## src/rtl/moore_pattern_detector_if.sv

```systemverilog
// Serial sample bus for moore_pattern_detector.
//   en, din, clear        : producer -> detector (sample qualifier, data bit, counter clear)
//   detected, busy        : detector -> consumer (Moore status flags)
//   match_count [CNT_W]   : detector -> consumer (saturating detection count)
// The producer side uses modport master; the detector uses modport slave.
interface moore_pattern_detector_if #(
   parameter int CNT_W = 8
);
   logic             en;
   logic             din;
   logic             clear;
   logic             detected;
   logic             busy;
   logic [CNT_W-1:0] match_count;

   modport master (output en, din, clear, input detected, busy, match_count);
   modport slave  (input en, din, clear, output detected, busy, match_count);
endinterface

```

## src/rtl/moore_pattern_detector.sv

```systemverilog
// Parametrised Moore serial pattern detector.
//   clk    : rising-edge clock
//   reset  : asynchronous, active-high
//   bus    : moore_pattern_detector_if.slave
//            en/din/clear in, detected/busy/match_count out
// The state is the number of pattern bits currently matched (0 = S_IDLE,
// PAT_W = S_FOUND). Mismatches follow a KMP-style transition table that is
// built at elaboration from PATTERN, so no search happens at run time.
// Build option: define MOORE_REG_OUT_EN to register detected/busy from the
// decoded next state (same latency, glitch-free); otherwise they are decoded
// combinationally from the state register.
module moore_pattern_detector #(
   parameter int               PAT_W   = 4,
   parameter logic [PAT_W-1:0] PATTERN = 4'b1011,
   parameter bit               OVERLAP = 1'b1,
   parameter int               CNT_W   = 8
) (
   input  logic                    clk,
   input  logic                    reset,
   moore_pattern_detector_if.slave bus
);
   localparam int SW = $clog2(PAT_W + 1);

   typedef enum logic [SW-1:0] {
      S_IDLE  = '0,
      S_FOUND = PAT_W[SW-1:0]
   } state_t;

   // Next state from k matched bits when bit b arrives: the longest prefix of
   // PATTERN that is a suffix of (first k pattern bits, then b).
   function automatic logic [SW-1:0] next_of(input int k, input logic b);
      logic [PAT_W:0] s;      // s[i] = i-th bit of the string, oldest first
      logic [SW-1:0]  res;
      logic           done;
      logic           ok;
      int             len;
      s    = '0;
      res  = '0;
      done = 1'b0;
      for (int i = 0; i < PAT_W; i++)
         if (i < k) s[i] = PATTERN[PAT_W-1-i];
      s[k] = b;
      len  = k + 1;
      for (int j = PAT_W; j >= 1; j--) begin
         if (!done && j <= len) begin
            ok = 1'b1;
            for (int i = 0; i < j; i++)
               if (s[len-j+i] != PATTERN[PAT_W-1-i]) ok = 1'b0;
            if (ok) begin
               res  = SW'(j);
               done = 1'b1;
            end
         end
      end
      return res;
   endfunction

   state_t tab [0:PAT_W][0:1];

   for (genvar g = 0; g <= PAT_W; g++) begin : g_tab
      localparam logic [SW-1:0] N0 = next_of(g, 1'b0);
      localparam logic [SW-1:0] N1 = next_of(g, 1'b1);
      assign tab[g][0] = state_t'(N0);
      assign tab[g][1] = state_t'(N1);
   end

   state_t           state_reg, state_nxt;
   logic [CNT_W-1:0] cnt;

   always_ff @(posedge clk or posedge reset) begin
      if (reset) state_reg <= S_IDLE;
      else       state_reg <= state_nxt;
   end

   always_comb begin
      state_nxt = state_reg;
      if (bus.en) begin
         // Without overlap a completed match restarts from scratch.
         if (!OVERLAP && state_reg == S_FOUND) state_nxt = tab[0][bus.din];
         else                                 state_nxt = tab[state_reg][bus.din];
      end
   end

   // clear wins over an increment; count sticks at all-ones.
   always_ff @(posedge clk or posedge reset) begin
      if (reset)
         cnt <= '0;
      else if (bus.clear)
         cnt <= '0;
      else if (bus.en && state_nxt == S_FOUND && cnt != '1)
         cnt <= cnt + 1'b1;
   end

   assign bus.match_count = cnt;

`ifdef MOORE_REG_OUT_EN
   logic det_q, busy_q;

   always_ff @(posedge clk or posedge reset) begin
      if (reset) begin
         det_q  <= 1'b0;
         busy_q <= 1'b0;
      end else begin
         det_q  <= (state_nxt == S_FOUND);
         busy_q <= (state_nxt != S_IDLE) && (state_nxt != S_FOUND);
      end
   end

   assign bus.detected = det_q;
   assign bus.busy     = busy_q;
`else
   assign bus.detected = (state_reg == S_FOUND);
   assign bus.busy     = (state_reg != S_IDLE) && (state_reg != S_FOUND);
`endif

endmodule

```

## src/flat_wrapper.sv

```systemverilog
// flat-port wrapper written by rule: the top's interface ports become plain ports
module moore_pattern_detector_flat 
#(
   parameter int               PAT_W   = 4,
   parameter logic [PAT_W-1:0] PATTERN = 4'b1011,
   parameter bit               OVERLAP = 1'b1,
   parameter int               CNT_W   = 8
)
  (clk, reset, bus_en, bus_din, bus_clear, bus_detected, bus_busy, bus_match_count);
  moore_pattern_detector_if #(.CNT_W(CNT_W)) bus_i ();
  input  logic clk;
  input  logic reset;
  input wire logic [$bits(bus_i.en)-1:0] bus_en;
  input wire logic [$bits(bus_i.din)-1:0] bus_din;
  input wire logic [$bits(bus_i.clear)-1:0] bus_clear;
  output wire logic [$bits(bus_i.detected)-1:0] bus_detected;
  output wire logic [$bits(bus_i.busy)-1:0] bus_busy;
  output wire logic [$bits(bus_i.match_count)-1:0] bus_match_count;
  assign bus_i.en = bus_en;
  assign bus_i.din = bus_din;
  assign bus_i.clear = bus_clear;
  assign bus_detected = bus_i.detected;
  assign bus_busy = bus_i.busy;
  assign bus_match_count = bus_i.match_count;
  moore_pattern_detector #(.PAT_W(PAT_W), .PATTERN(PATTERN), .OVERLAP(OVERLAP), .CNT_W(CNT_W)) u_core (.clk(clk), .reset(reset), .bus(bus_i));
endmodule
```

## config.mk

```make
export PLATFORM = sky130hd
export DESIGN_NAME = moore_pattern_detector_flat
export DESIGN_NICKNAME = d
export VERILOG_FILES = /design/src/rtl/moore_pattern_detector_if.sv /design/src/rtl/moore_pattern_detector.sv /design/src/flat_wrapper.sv
export SDC_FILE = /design/constraint.sdc
export NUM_CORES = 1
export LEC_CHECK = 0
export BUFFER_PORTS_ARGS = -buffer_cell sky130_fd_sc_hd__buf_2
export CAP_MARGIN = 5
export CORE_AREA = 5 5 42 44
export CTS_BUF_LIST = sky130_fd_sc_hd__clkbuf_8
export DETAILED_ROUTE_END_ITERATION = 8
export DIE_AREA = 0 0 47 49
export PLACE_DENSITY = 0.81
export SYNTH_ARGS = -nofsm -noshare
export SYNTH_HDL_FRONTEND = slang
export SYNTH_SLANG_ARGS = --single-unit
```

## constraint.sdc

```tcl
create_clock -name clk -period 3 [get_ports clk]
set_clock_uncertainty 0.05 [all_clocks]
set_input_delay 0.6 -clock clk [delete_from_list [all_inputs] [get_ports clk]]
set_output_delay 0.6 -clock clk [all_outputs]
set_load 0.03 [all_outputs]
```

==> results.md, run 1 <==
* Crit-path leading delay family: simple AND/OR/NAND/NOR gates
* Mapped Cells at 63
* CTS max path bufs at 2
* Primary FF master, synth: dfrtp_1
* H-tree levels at 1
* Setup Buffers After CTS at 0
* Max reg flops at 8
* Total die area at 2303 um2
* CP Launch Type: register
* Initial antenna violation count at 0
* Largest net degree at the start of global routing at 12
* CP peak stage delay at 700 ps
* Final Hold Fails at 0
* Buffers on Ports at 14
* Fin cells at 95
* Io pins at 15
* Leading area contributor after synthesis: dfrtp_1
* RePlAce Congestion at 0.8020
* Post-synth top area share at 0.4564
* Synthesized area per cell at 9.573 um2
* Synthesized area at between 600 and 700 um2
* Min cycle time layout at a little under 2000 ps
* Worst Tran Pin Value at 503.6 ps
* TritonCTS Sinks at 11
* Max-slew violations at 0
* Core Util, Final at 0.5214
* Number of vias in the routed layout at 545
* Synth top cells by count: 11 x dfrtp_1, 5 x inv_1, 5 x nand2_1, 5 x nor2_1, 4 x a21oi_1
* Count of cell types in the netlist at 30
* Yosys reg bits at 11
* P per Cell Area at 464.9 nW/um2
* Mux contribution to synthesized area at 0.01660
* CTS tree: done
* CTS resizes at 0
* Simple-gate share of the synthesized area at 0.2510
* Adder-Cell Fraction of Synth Area at 0.02075
* Max VDD drop at 252.4 uV
* Largest family of logic cells by synthesized area: simple AND/OR/NAND/NOR gates
* Starting Density at 0.4304
* Worst Path Buf+Inv at 0
* Syn nets at 69
* HPWL after detailed placement at approximately 950 um
* Worst reg2reg startpoint: u_core.bus.match_count[0]
* F_max at 514.8 MHz
* Placed cells at 91
* Vias in the first global route at 549
* Clock-pin slew on the worst setup and hold paths at around 50 ps
* Drt pass-1 iters at 4
* Remaining global-route overflow at 0
* Hold WC Path Type: input port to asynchronous set/reset pin
* Seq/Total Area, Yosys at 0.4564
* Hold-fix buffers, CTS at 0
* Ys Warns at 0
* Layout area overhead at 21.16%
* Post-route antenna net violation count at 0
* Fin Setup TNS at 0 ps
* DRC at 0
* Critical Path Start: u_core.bus.match_count[0]
* Top-count cell post-synth: dfrtp_1
* Crit path cell chain: ha_1, nand3_1, or4_2, nor3_1, a211oi_1
* Num rows at 14
* Clock Latency Late Sink at about 240 ps
* Max-slew headroom at 0.6556
* Crit-path slowest cell: or4_2
* WL final at 1.327 mm
* CP max FO at 6
* First-pass GRT wire length at 2.366 mm
* Area contributors post-synth: dfrtp_1 46%, a21oi_1 3.3%, nand3b_4 3.3%, inv_1 3.1%, nand2_1 3.1%
* Outcome: finished clean
* Ys async rst share at 1.000
* Post-Synth XOR/XNOR Area at 0.02905
* CTS Buf Count at 3
* DP Worst Slack at ~920 ps
* 1st-iter DRT viols at 9
* Setup CP Type: register to register
* Final worst slack at 1058 ps
* Final Total Pwr at 339.7 uW
* Layout cells sized above 1 at 0.2911
* Placeable Area at 1401 um2
* Root Driver: clkbuf_8
* Drt via density at ~5.7
* Die span in x at 47 um
* Tot GR Track Use at 0.1410
* Critical path required time at 3060 ps
* Endpoint class of the critical path: register
* RSZ-0062 raised after global routing: no
* N_diodes at 0
* Worst Path Arrival at 2010 ps
* # nets final at 86
* Post-synthesis compound-gate area fraction at 0.1826
* Total of max-cap violations at 0
* LEAKAGE at 0.0003714 uW
* Routed wire per std cell at ~14 um
* Post-synth EDFFs at 0
* Endpoints failing setup at 0
* Die height at 49 um
* Final Cycle Share at 0.6475
logic make-up (layout without fill, tap and decap cells):
logic type,count (synthesis),count (layout)
multiplexers,1,1
flip-flops,11,11
buffers and inverters,7,23
AND/OR/NAND/NOR,25,25
XOR/XNOR,2,2
AO/OA/AOI/OAI,16,16
adder cells (fa/ha/maj),1,1
placed cells by master (no fill, tap or decap):
master	instances
buf_2	14
dfrtp_1	11
inv_1	6
nand2_1	5
nor2_1	5
a21oi_1	4
nand3_1	3
clkbuf_8	3
and3_1	2
o31ai_1	2
nor3_1	2
a211oi_1	2
o21ai_0	2
a311oi_1	2
and4_1	1
nand3b_4	1
a2111oi_0	1
xnor2_1	1
or3_4	1
or4_1	1
or4_2	1
a211o_2	1
xor2_1	1
o211ai_1	1
o22ai_1	1
or2_2	1
mux2i_1	1
nor2b_1	1
or3_2	1
ha_1	1
worst register-to-register path: cells and delay by family, from the launching register on:
kind,cells,cell delay (ps)
simple gates,3,1000
compound gates,1,80
fa+ha+maj,1,280
flops,1,410
per-stage QoR:
| stage | cell area, um2 | hold slack [ps] |
|---|---|---|
| 4_1_cts | 730.7 | 311.3 |
| 3_5_place_dp | 685.7 | 481.1 |
| 6_report | 730.7 | 293.4 |
| 3_3_place_gp | 685.7 | 473.9 |
| 2_1_floorplan | 603.1 | 402.4 |
| 5_1_grt | 730.7 | 331.6 |
worst paths after layout:
kind,to,slack [ps],cells past startpoint
max,u_core.bus.match_count[6],1060,5
min,u_core.bus.match_count[1],290,2
max reg2reg,u_core.bus.match_count[6],1060,5
min reg2reg,u_core.state_reg[1],490,2
max in group asynchronous,u_core.bus.match_count[6],2320,2
min in group clk,u_core.state_reg[1],490,2
routing by layer:
metal	track usage	routed length, um	share of wire
met5	0	0	0
met4	0.08295	29	0.022
met3	0.02214	59	0.044
met2	0.2081	651	0.49
met1	0.1868	586	0.44
layout make-up:
cell class / count / area (um2)
clock buffers: 3 / 41.29
clock inverters: 1 / 3.754
fillers: 140 / 670.6
inverters: 5 / 18.77
multi-input cells: 45 / 301.5
flip-flops and latches: 11 / 275.3
well taps: 16 / 20.02
repair buffers: 14 / 70.07
power breakdown:
group / internal (uW) / leakage [uW] / total (uW) / switching, uW
combinational: 12.0 / 0.000194 / 35.3 / 23.2
sequential: 153 / 0.000151 / 160 / 6.61
clock: 89.7 / 0.0000269 / 144 / 54.6
total: 255 / 0.000371 / 340 / 84.5
(Power assumes the default switching activity.)
==> inputs of run 2 (changes only) <==
--- a/config.mk
+++ b/config.mk
@@ -11,7 +11,7 @@
 export CTS_BUF_LIST = sky130_fd_sc_hd__clkbuf_8
 export DETAILED_ROUTE_END_ITERATION = 8
 export DIE_AREA = 0 0 47 49
-export PLACE_DENSITY = 0.81
+export PLACE_DENSITY = 0.83
 export SYNTH_ARGS = -nofsm -noshare
 export SYNTH_HDL_FRONTEND = slang
 export SYNTH_SLANG_ARGS = --single-unit
==> constraint.sdc (replaced) <==
create_clock -name clk -period 1.6 [get_ports clk]
set_clock_uncertainty 0.05 [all_clocks]
set_input_delay 0.32 -clock clk [delete_from_list [all_inputs] [get_ports clk]]
set_output_delay 0.32 -clock clk [all_outputs]
set_load 0.03 [all_outputs]
==> run 2 against run 1 <==
Net effect: the flow now finishes with violations (negative setup slack); highest routed layer unchanged; clock power is 82% higher; count of clock-buffer cells in the layout stayed put; worst hold slack worse by 270 ps; cell area is 27% higher; routed wire length is 23% higher; sequential share of layout area is 7.0 points lower; register-to-register slack worse by 1100 ps; largest cell class unchanged; die area stayed put; final cell count is 15% higher.
==> results.md, run 2 (synthesis gave the netlist of run 1 again) <==
* Die height at 49 um (unchanged)
* Placeable Area at 1401 um2 (unchanged)
* Reg2reg path depth at 4 (was 5)
* DRC at 0 (unchanged)
* Io pins at 15 (unchanged)
* Layout area overhead at 53.73% (was 21.16%)
* CTS max path bufs at 2 (unchanged)
* End of the worst register-to-register path: u_core.bus.match_count[5] (was u_core.bus.match_count[6])
* CP peak stage delay at 430 ps (was 700 ps)
* Drt pass-1 iters at 4 (unchanged)
* Crit-path leading delay family: simple AND/OR/NAND/NOR gates (unchanged)
* P per Cell Area at 716.5 nW/um2 (was 464.9 nW/um2)
* Critical Path Stages at 4 (was 5)
* Max-slew headroom at 0.6921 (was 0.6556)
* 1st-iter DRT viols at 15 (was 9)
* Min cycle time layout at 1636 ps (was 1942 ps)
* Vias in the first global route at 635 (was 549)
* Fillcell total at 116 (was 140)
* RSZ-0062 raised after global routing: yes (was no)
* Critical path required time at 1700 ps (was 3060 ps)
* Die span in x at 47 um (unchanged)
* Max reg flops at 8 (unchanged)
* Layout cells sized above 1 at 0.5806 (was 0.2911)
* Number of vias in the routed layout at 624 (was 545)
* Sw Pwr at 162.3 uW (was 84.48 uW)
* Flop pwr share at 0.450 (was 0.471)
* CTS Buf Count at 3 (unchanged)
* TritonCTS Sinks at 11 (unchanged)
* Crit-path slowest cell: or4_4 (was or4_2)
* Endpoint class of the critical path: register (unchanged)
* CP max FO at 4 (was 6)
* N_diodes at 0 (unchanged)
* Endpoints failing setup at 1 (was 0)
* Most frequent cells in the layout: 13 x buf_2, 13 x buf_4, 7 x dfrtp_2, 6 x inv_1, 5 x nand2_1 (was 14 x buf_2, 11 x dfrtp_1, 6 x inv_1, 5 x nand2_1, 5 x nor2_1)
* Total die area at 2303 um2 (unchanged)
* WL final at 1.637 mm (was 1.327 mm)
* Clock share of power at 0.395 (was 0.425)
* Final Instance Area at 927.1 um2 (was 730.7 um2)
* Clock-pin slew on the worst setup and hold paths at 50 ps (about the same)
* CP Launch Type: register (unchanged)
* Clock Latency Late Sink at 230 ps (was 240 ps)
* Core Util, Final at 0.6616 (was 0.5214)
* CTS tree: done (unchanged)
* # nets final at 100 (was 86)
* First-pass GRT wire length at 2.856 mm (was 2.366 mm)
* Num rows at 14 (unchanged)
* Reg-to-reg setup timing slack at -40 ps (was 1060 ps)
* Starting Density at 0.4304 (unchanged)
* Largest net degree at the start of global routing at 12 (unchanged)
* LEAKAGE at 0.0004330 uW (was 0.0003714 uW)
* HPWL after detailed placement at 1.186 mm (was 952.4 um)
* Final Hold Fails at 0 (unchanged)
* Logic gate share of total power at 0.156 (was 0.104)
* Buffers on Ports at 14 (unchanged)
* Worst Path Buf+Inv at 0 (unchanged)
* H-tree levels at 1 (unchanged)
* Placed instance area at 822.0 um2 (was 685.7 um2)
* Final Total Pwr at 664.3 uW (was 339.7 uW)
* Final Cycle Share at 1.022 (was 0.6475)
* Pint at 502.0 uW (was 255.2 uW)
* Worst Path Arrival at 1730 ps (was 2010 ps)
* F_max at 611.3 MHz (was 514.8 MHz)
* Final worst slack at -35.89 ps (was 1058 ps)
* Net Sw Frac at 0.2443 (was 0.2487)
* Crit path cell chain: nand3_2, or3_4, or4_4, a21oi_2 (was ha_1, nand3_1, or4_2, nor3_1, a211oi_1)
* Worst reg2reg startpoint: u_core.bus.match_count[0] (unchanged)
* Routed wire per std cell at 15.02 um (was 13.97 um)
* Min Hold Slack at 27.37 ps (was 293.4 ps)
* Post-route antenna net violation count at 0 (unchanged)
* Failing checks: negative setup slack
* Remaining global-route overflow at 0 (unchanged)
* Root Driver: clkbuf_8 (unchanged)
* Hold WC Path Type: input port to asynchronous set/reset pin (unchanged)
* Drt via density at 5.725 (was 5.737)
* RePlAce Congestion at 0.8603 (was 0.8020)
* Tot GR Track Use at 0.1720 (was 0.1410)
* Total of max-cap violations at 0 (unchanged)
* Worst Tran Pin Value at 460.7 ps (was 503.6 ps)
* Initial antenna violation count at 0 (unchanged)
* Outcome: complete, but fails checks (was finished clean)
* Setup CP Type: register to register (unchanged)
* Max VDD drop at 510.0 uV (was 252.4 uV)
* Max-slew violations at 0 (unchanged)
* DP Worst Slack at -61.32 ps (was 918.6 ps)
## run 2: layout make-up
type | instances | area [um2] | share of cell area
inverter | 5 | 18.77 | 0.02024
clock buffer | 3 | 41.29 | 0.04453
sequential | 11 | 284.0 | 0.3063
timing repair buffer | 28 | 185.2 | 0.1997
multi-input combinational | 45 | 374.1 | 0.4035
tap | 16 | 20.02 | 0.02159
clock inverter | 1 | 3.754 | 0.004049
## run 2: repair_timing
action                                  4_1_cts  5_1_grt
buffers inserted                              2        0
endpoints found under the setup margin        6        5
pin swaps                                     2        4
gates resized for setup                      10        2
hold buffers                                  0        0
endpoints found under the hold margin         0        0
## run 2: worst max path at each step
stage / from / end / slack [ps]
after detailed placement: u_core.state_reg[2] / u_core.bus.match_count[4] / -60
after floorplan: u_core.bus.match_count[4] / u_core.bus.match_count[5] / -90
final: u_core.bus.match_count[0] / u_core.bus.match_count[5] / -40
after global placement: u_core.bus.match_count[0] / u_core.bus.match_count[3] / 20
after global routing: u_core.state_reg[2] / u_core.bus.match_count[4] / -50
after CTS: u_core.state_reg[0] / bus_detected / -10
## run 2: per-layer routing
metal	share of wire	up-vias	track usage	wire length [um]
met1	0.42	309	0.2104	684
met3	0.040	4	0.03690	66
met5	0	-	0	0
met4	0.017	0	0.08295	28
li1	-	293	-	-
met2	0.52	18	0.2738	858
## run 2: metrics by stage
step	TNS, ps	instances
6_report	-35.89	109
4_1_cts	-12.27	109
5_1_grt	-168.7	109
3_5_place_dp	-75.67	103
2_1_floorplan	-317.9	63
3_3_place_gp	0	103
## run 2: power by group through the flow
stage                     clock network [uW]  registers, uW  logic (uW)
final                                    262            299         103
after global routing                     296            301         113
after CTS                                275            299         103
after detailed placement                   0            303        89.7
after global placement                     0            302        86.2
after floorplan                            0            304        48.3
==> inputs of run 3 (changes only) <==
--- a/config.mk
+++ b/config.mk
@@ -11,7 +11,8 @@
 export CTS_BUF_LIST = sky130_fd_sc_hd__clkbuf_8
 export DETAILED_ROUTE_END_ITERATION = 8
 export DIE_AREA = 0 0 47 49
-export PLACE_DENSITY = 0.83
+export PLACE_DENSITY = 0.81
+export SKIP_LAST_GASP = 1
 export SYNTH_ARGS = -nofsm -noshare
 export SYNTH_HDL_FRONTEND = slang
 export SYNTH_SLANG_ARGS = --single-unit
==> constraint.sdc (replaced) <==
create_clock -name clk -period 1.9 [get_ports clk]
set_clock_uncertainty 0.05 [all_clocks]
set_input_delay 0.38 -clock clk [delete_from_list [all_inputs] [get_ports clk]]
set_output_delay 0.38 -clock clk [all_outputs]
set_load 0.03 [all_outputs]
==> run 3 against run 2 <==
Net effect: the flow now finishes without violations; global-route usage is 3.1 points lower; setup slack improved by 110 ps; flip-flop and latch count did not move; highest routed layer unchanged; critical path type unchanged; largest power group unchanged.
==> results.md, run 3 (synthesis gave the netlist of run 1 again) <==
* Num rows at 14 (unchanged)
* HPWL after detailed placement at 948.4 um (was 1.186 mm)
* TritonCTS Sinks at 11 (unchanged)
* Worst Path Buf+Inv at 0 (unchanged)
* Layout cells sized above 1 at 0.3333 (was 0.5806)
* Total of max-cap violations at 0 (unchanged)
* Root Driver: clkbuf_8 (unchanged)
* Final Total Pwr at 541.0 uW (was 664.3 uW)
* Largest net degree at the start of global routing at 12 (unchanged)
* Min cycle time layout at 1826 ps (was 1636 ps)
* 1st-iter DRT viols at 17 (was 15)
* Endpoints failing setup at 0 (was 1)
* Layout area overhead at 24.07% (was 53.73%)
* Critical path required time at 2020 ps (was 1700 ps)
* CTS tree: done (unchanged)
* Io pins at 15 (unchanged)
* Hold-fix buffers, CTS at 0 (unchanged)
* Placeable Area at 1401 um2 (unchanged)
* WL final at 1.378 mm (was 1.637 mm)
* CTS Buf Count at 3 (unchanged)
* CP peak stage delay at 510 ps (was 430 ps)
* Max-slew headroom at 0.6342 (was 0.6921)
* CTS resizes at 0 (was 10)
* CTS max path bufs at 2 (unchanged)
* Fillcell total at 141 (was 116)
* Crit path cell chain: nand3b_4, or3_4, or4_1, a21oi_1 (was nand3_2, or3_4, or4_4, a21oi_2)
* Setup Buffers After CTS at 0 (was 2)
* RSZ-0062 raised after global routing: no (was yes)
* Initial antenna violation count at 0 (unchanged)
* Buffers on Ports at 14 (unchanged)
* Logic gate share of total power at 0.107 (was 0.156)
* Final Hold Fails at 0 (unchanged)
* Die height at 49 um (unchanged)
* Worst Path Arrival at 1940 ps (was 1730 ps)
* Clock Latency Late Sink at 240 ps (was 230 ps)
* LEAKAGE at 0.0003780 uW (was 0.0004330 uW)
* P per Cell Area at 723.1 nW/um2 (was 716.5 nW/um2)
* Pint at 404.5 uW (was 502.0 uW)
* Worst reg2reg startpoint: u_core.state_reg[2] (was u_core.bus.match_count[0])
* Max-slew violations at 0 (unchanged)
* H-tree levels at 1 (unchanged)
* Outcome: finished clean (was complete, but fails checks)
* Max VDD drop at 414.6 uV (was 510.0 uV)
* Sw Pwr at 136.5 uW (was 162.3 uW)
* Drt pass-1 iters at 4 (unchanged)
* CP max FO at 9 (was 4)
* RePlAce Congestion at 0.8232 (was 0.8603)
* F_max at 547.7 MHz (was 611.3 MHz)
* Endpoint class of the critical path: register (unchanged)
* Starting Density at 0.4304 (unchanged)
* Clock-pin slew on the worst setup and hold paths at 50 ps (about the same)
* Number of vias in the routed layout at 556 (was 624)
* Setup CP Type: register to register (unchanged)
* Commonest non-fill, non-tap cell in the layout: buf_2
* Total die area at 2303 um2 (unchanged)
* Routed wire per std cell at 14.21 um (was 15.02 um)
* Tot GR Track Use at 0.1408 (was 0.1720)
* Critical Path Start: u_core.state_reg[2] (was u_core.bus.match_count[0])
* Net Sw Frac at 0.2523 (was 0.2443)
* DRC at 0 (unchanged)
* N_diodes at 0 (unchanged)
* Post-route antenna net violation count at 0 (unchanged)
* Max reg flops at 8 (unchanged)
* Most frequent cells in the layout: 14 x buf_2, 9 x dfrtp_1, 6 x inv_1, 5 x nand2_1, 5 x nor2_1 (was 13 x buf_2, 13 x buf_4, 7 x dfrtp_2, 6 x inv_1, 5 x nand2_1)
* Hold WC Path Type: input port to asynchronous set/reset pin (unchanged)
* Die span in x at 47 um (unchanged)
* Clock share of power at 0.426 (was 0.395)
* First-pass GRT wire length at 2.346 mm (was 2.856 mm)
* Worst Tran Pin Value at 534.9 ps (was 460.7 ps)
* Drt via density at 5.732 (was 5.725)
* Vias in the first global route at 549 (was 635)
* Remaining global-route overflow at 0 (unchanged)
* # nets final at 88 (was 100)
* Final Cycle Share at 0.9609 (was 1.022)
* Fin Setup TNS at 0 ps (was -35.89 ps)
* CP Launch Type: register (unchanged)
* Crit-path leading delay family: simple AND/OR/NAND/NOR gates (unchanged)
* Crit-path slowest cell: or4_1 (was or4_4)
* Flop pwr share at 0.467 (was 0.450)
==> run 3: cell count changes in the layout (fill, tap and decap cells not counted), moves of 2 or more <==
cell and change:
or4_4 -2, buf_4 -11, a21oi_2 -2, nand3_2 -2, nand3_1 +2, dfrtp_1 +5
dfrtp_2 -5, buf_6 -2, a21oi_1 +2
==> run 3: stage by stage <==
step	hold WS, ps	setup slack, ps	util	cells	area [um2]
2_1_floorplan	182.3	30.81	-	63	605.6
3_3_place_gp	341.8	150.5	0.5018	93	703.2
3_5_place_dp	346.1	96.18	0.5018	93	703.2
4_1_cts	93.01	80.90	0.5339	97	748.2
5_1_grt	107.3	31.28	0.5339	97	748.2
6_report	69.26	74.28	0.5339	97	748.2
==> run 3: layer usage <==
metal / wire [um] / GRT usage
met5: 0 / 0
met4: 34 / 0.07834
met3: 74 / 0.04797
met2: 663 / 0.2081
met1: 606 / 0.1723
==> run 3: layout make-up <==
type | instances | area, um2 | share of cell area
clock inverters | 1 | 3.754 | 0.005017
multi-input cells | 45 | 301.5 | 0.4030
flip-flops and latches | 11 | 277.8 | 0.3712
inverters | 5 | 18.77 | 0.02508
repair buffers | 16 | 85.08 | 0.1137
well taps | 16 | 20.02 | 0.02676
clock buffers | 3 | 41.29 | 0.05518
==> run 3: final timing paths <==
| check | end | slack, ps | cells after the start |
|---|---|---|---|
| max | u_core.bus.match_count[5] | 70 | 4 |
| min | u_core.bus.match_count[5] | 70 | 2 |
| max reg2reg | u_core.bus.match_count[5] | 70 | 4 |
| min reg2reg | u_core.state_reg[1] | 510 | 2 |
| max in group asynchronous | u_core.bus.match_count[1] | 1420 | 2 |
| min in group clk | u_core.state_reg[0] | 360 | 2 |
==> run 3: power by group through the flow <==
stage	registers [uW]	logic [uW]	clock network, uW
3_3_place_gp	256	56.2	0
4_1_cts	253	58.4	234
2_1_floorplan	256	39.1	0
6_report	253	57.6	230
3_5_place_dp	256	57.6	0
5_1_grt	254	64.0	248
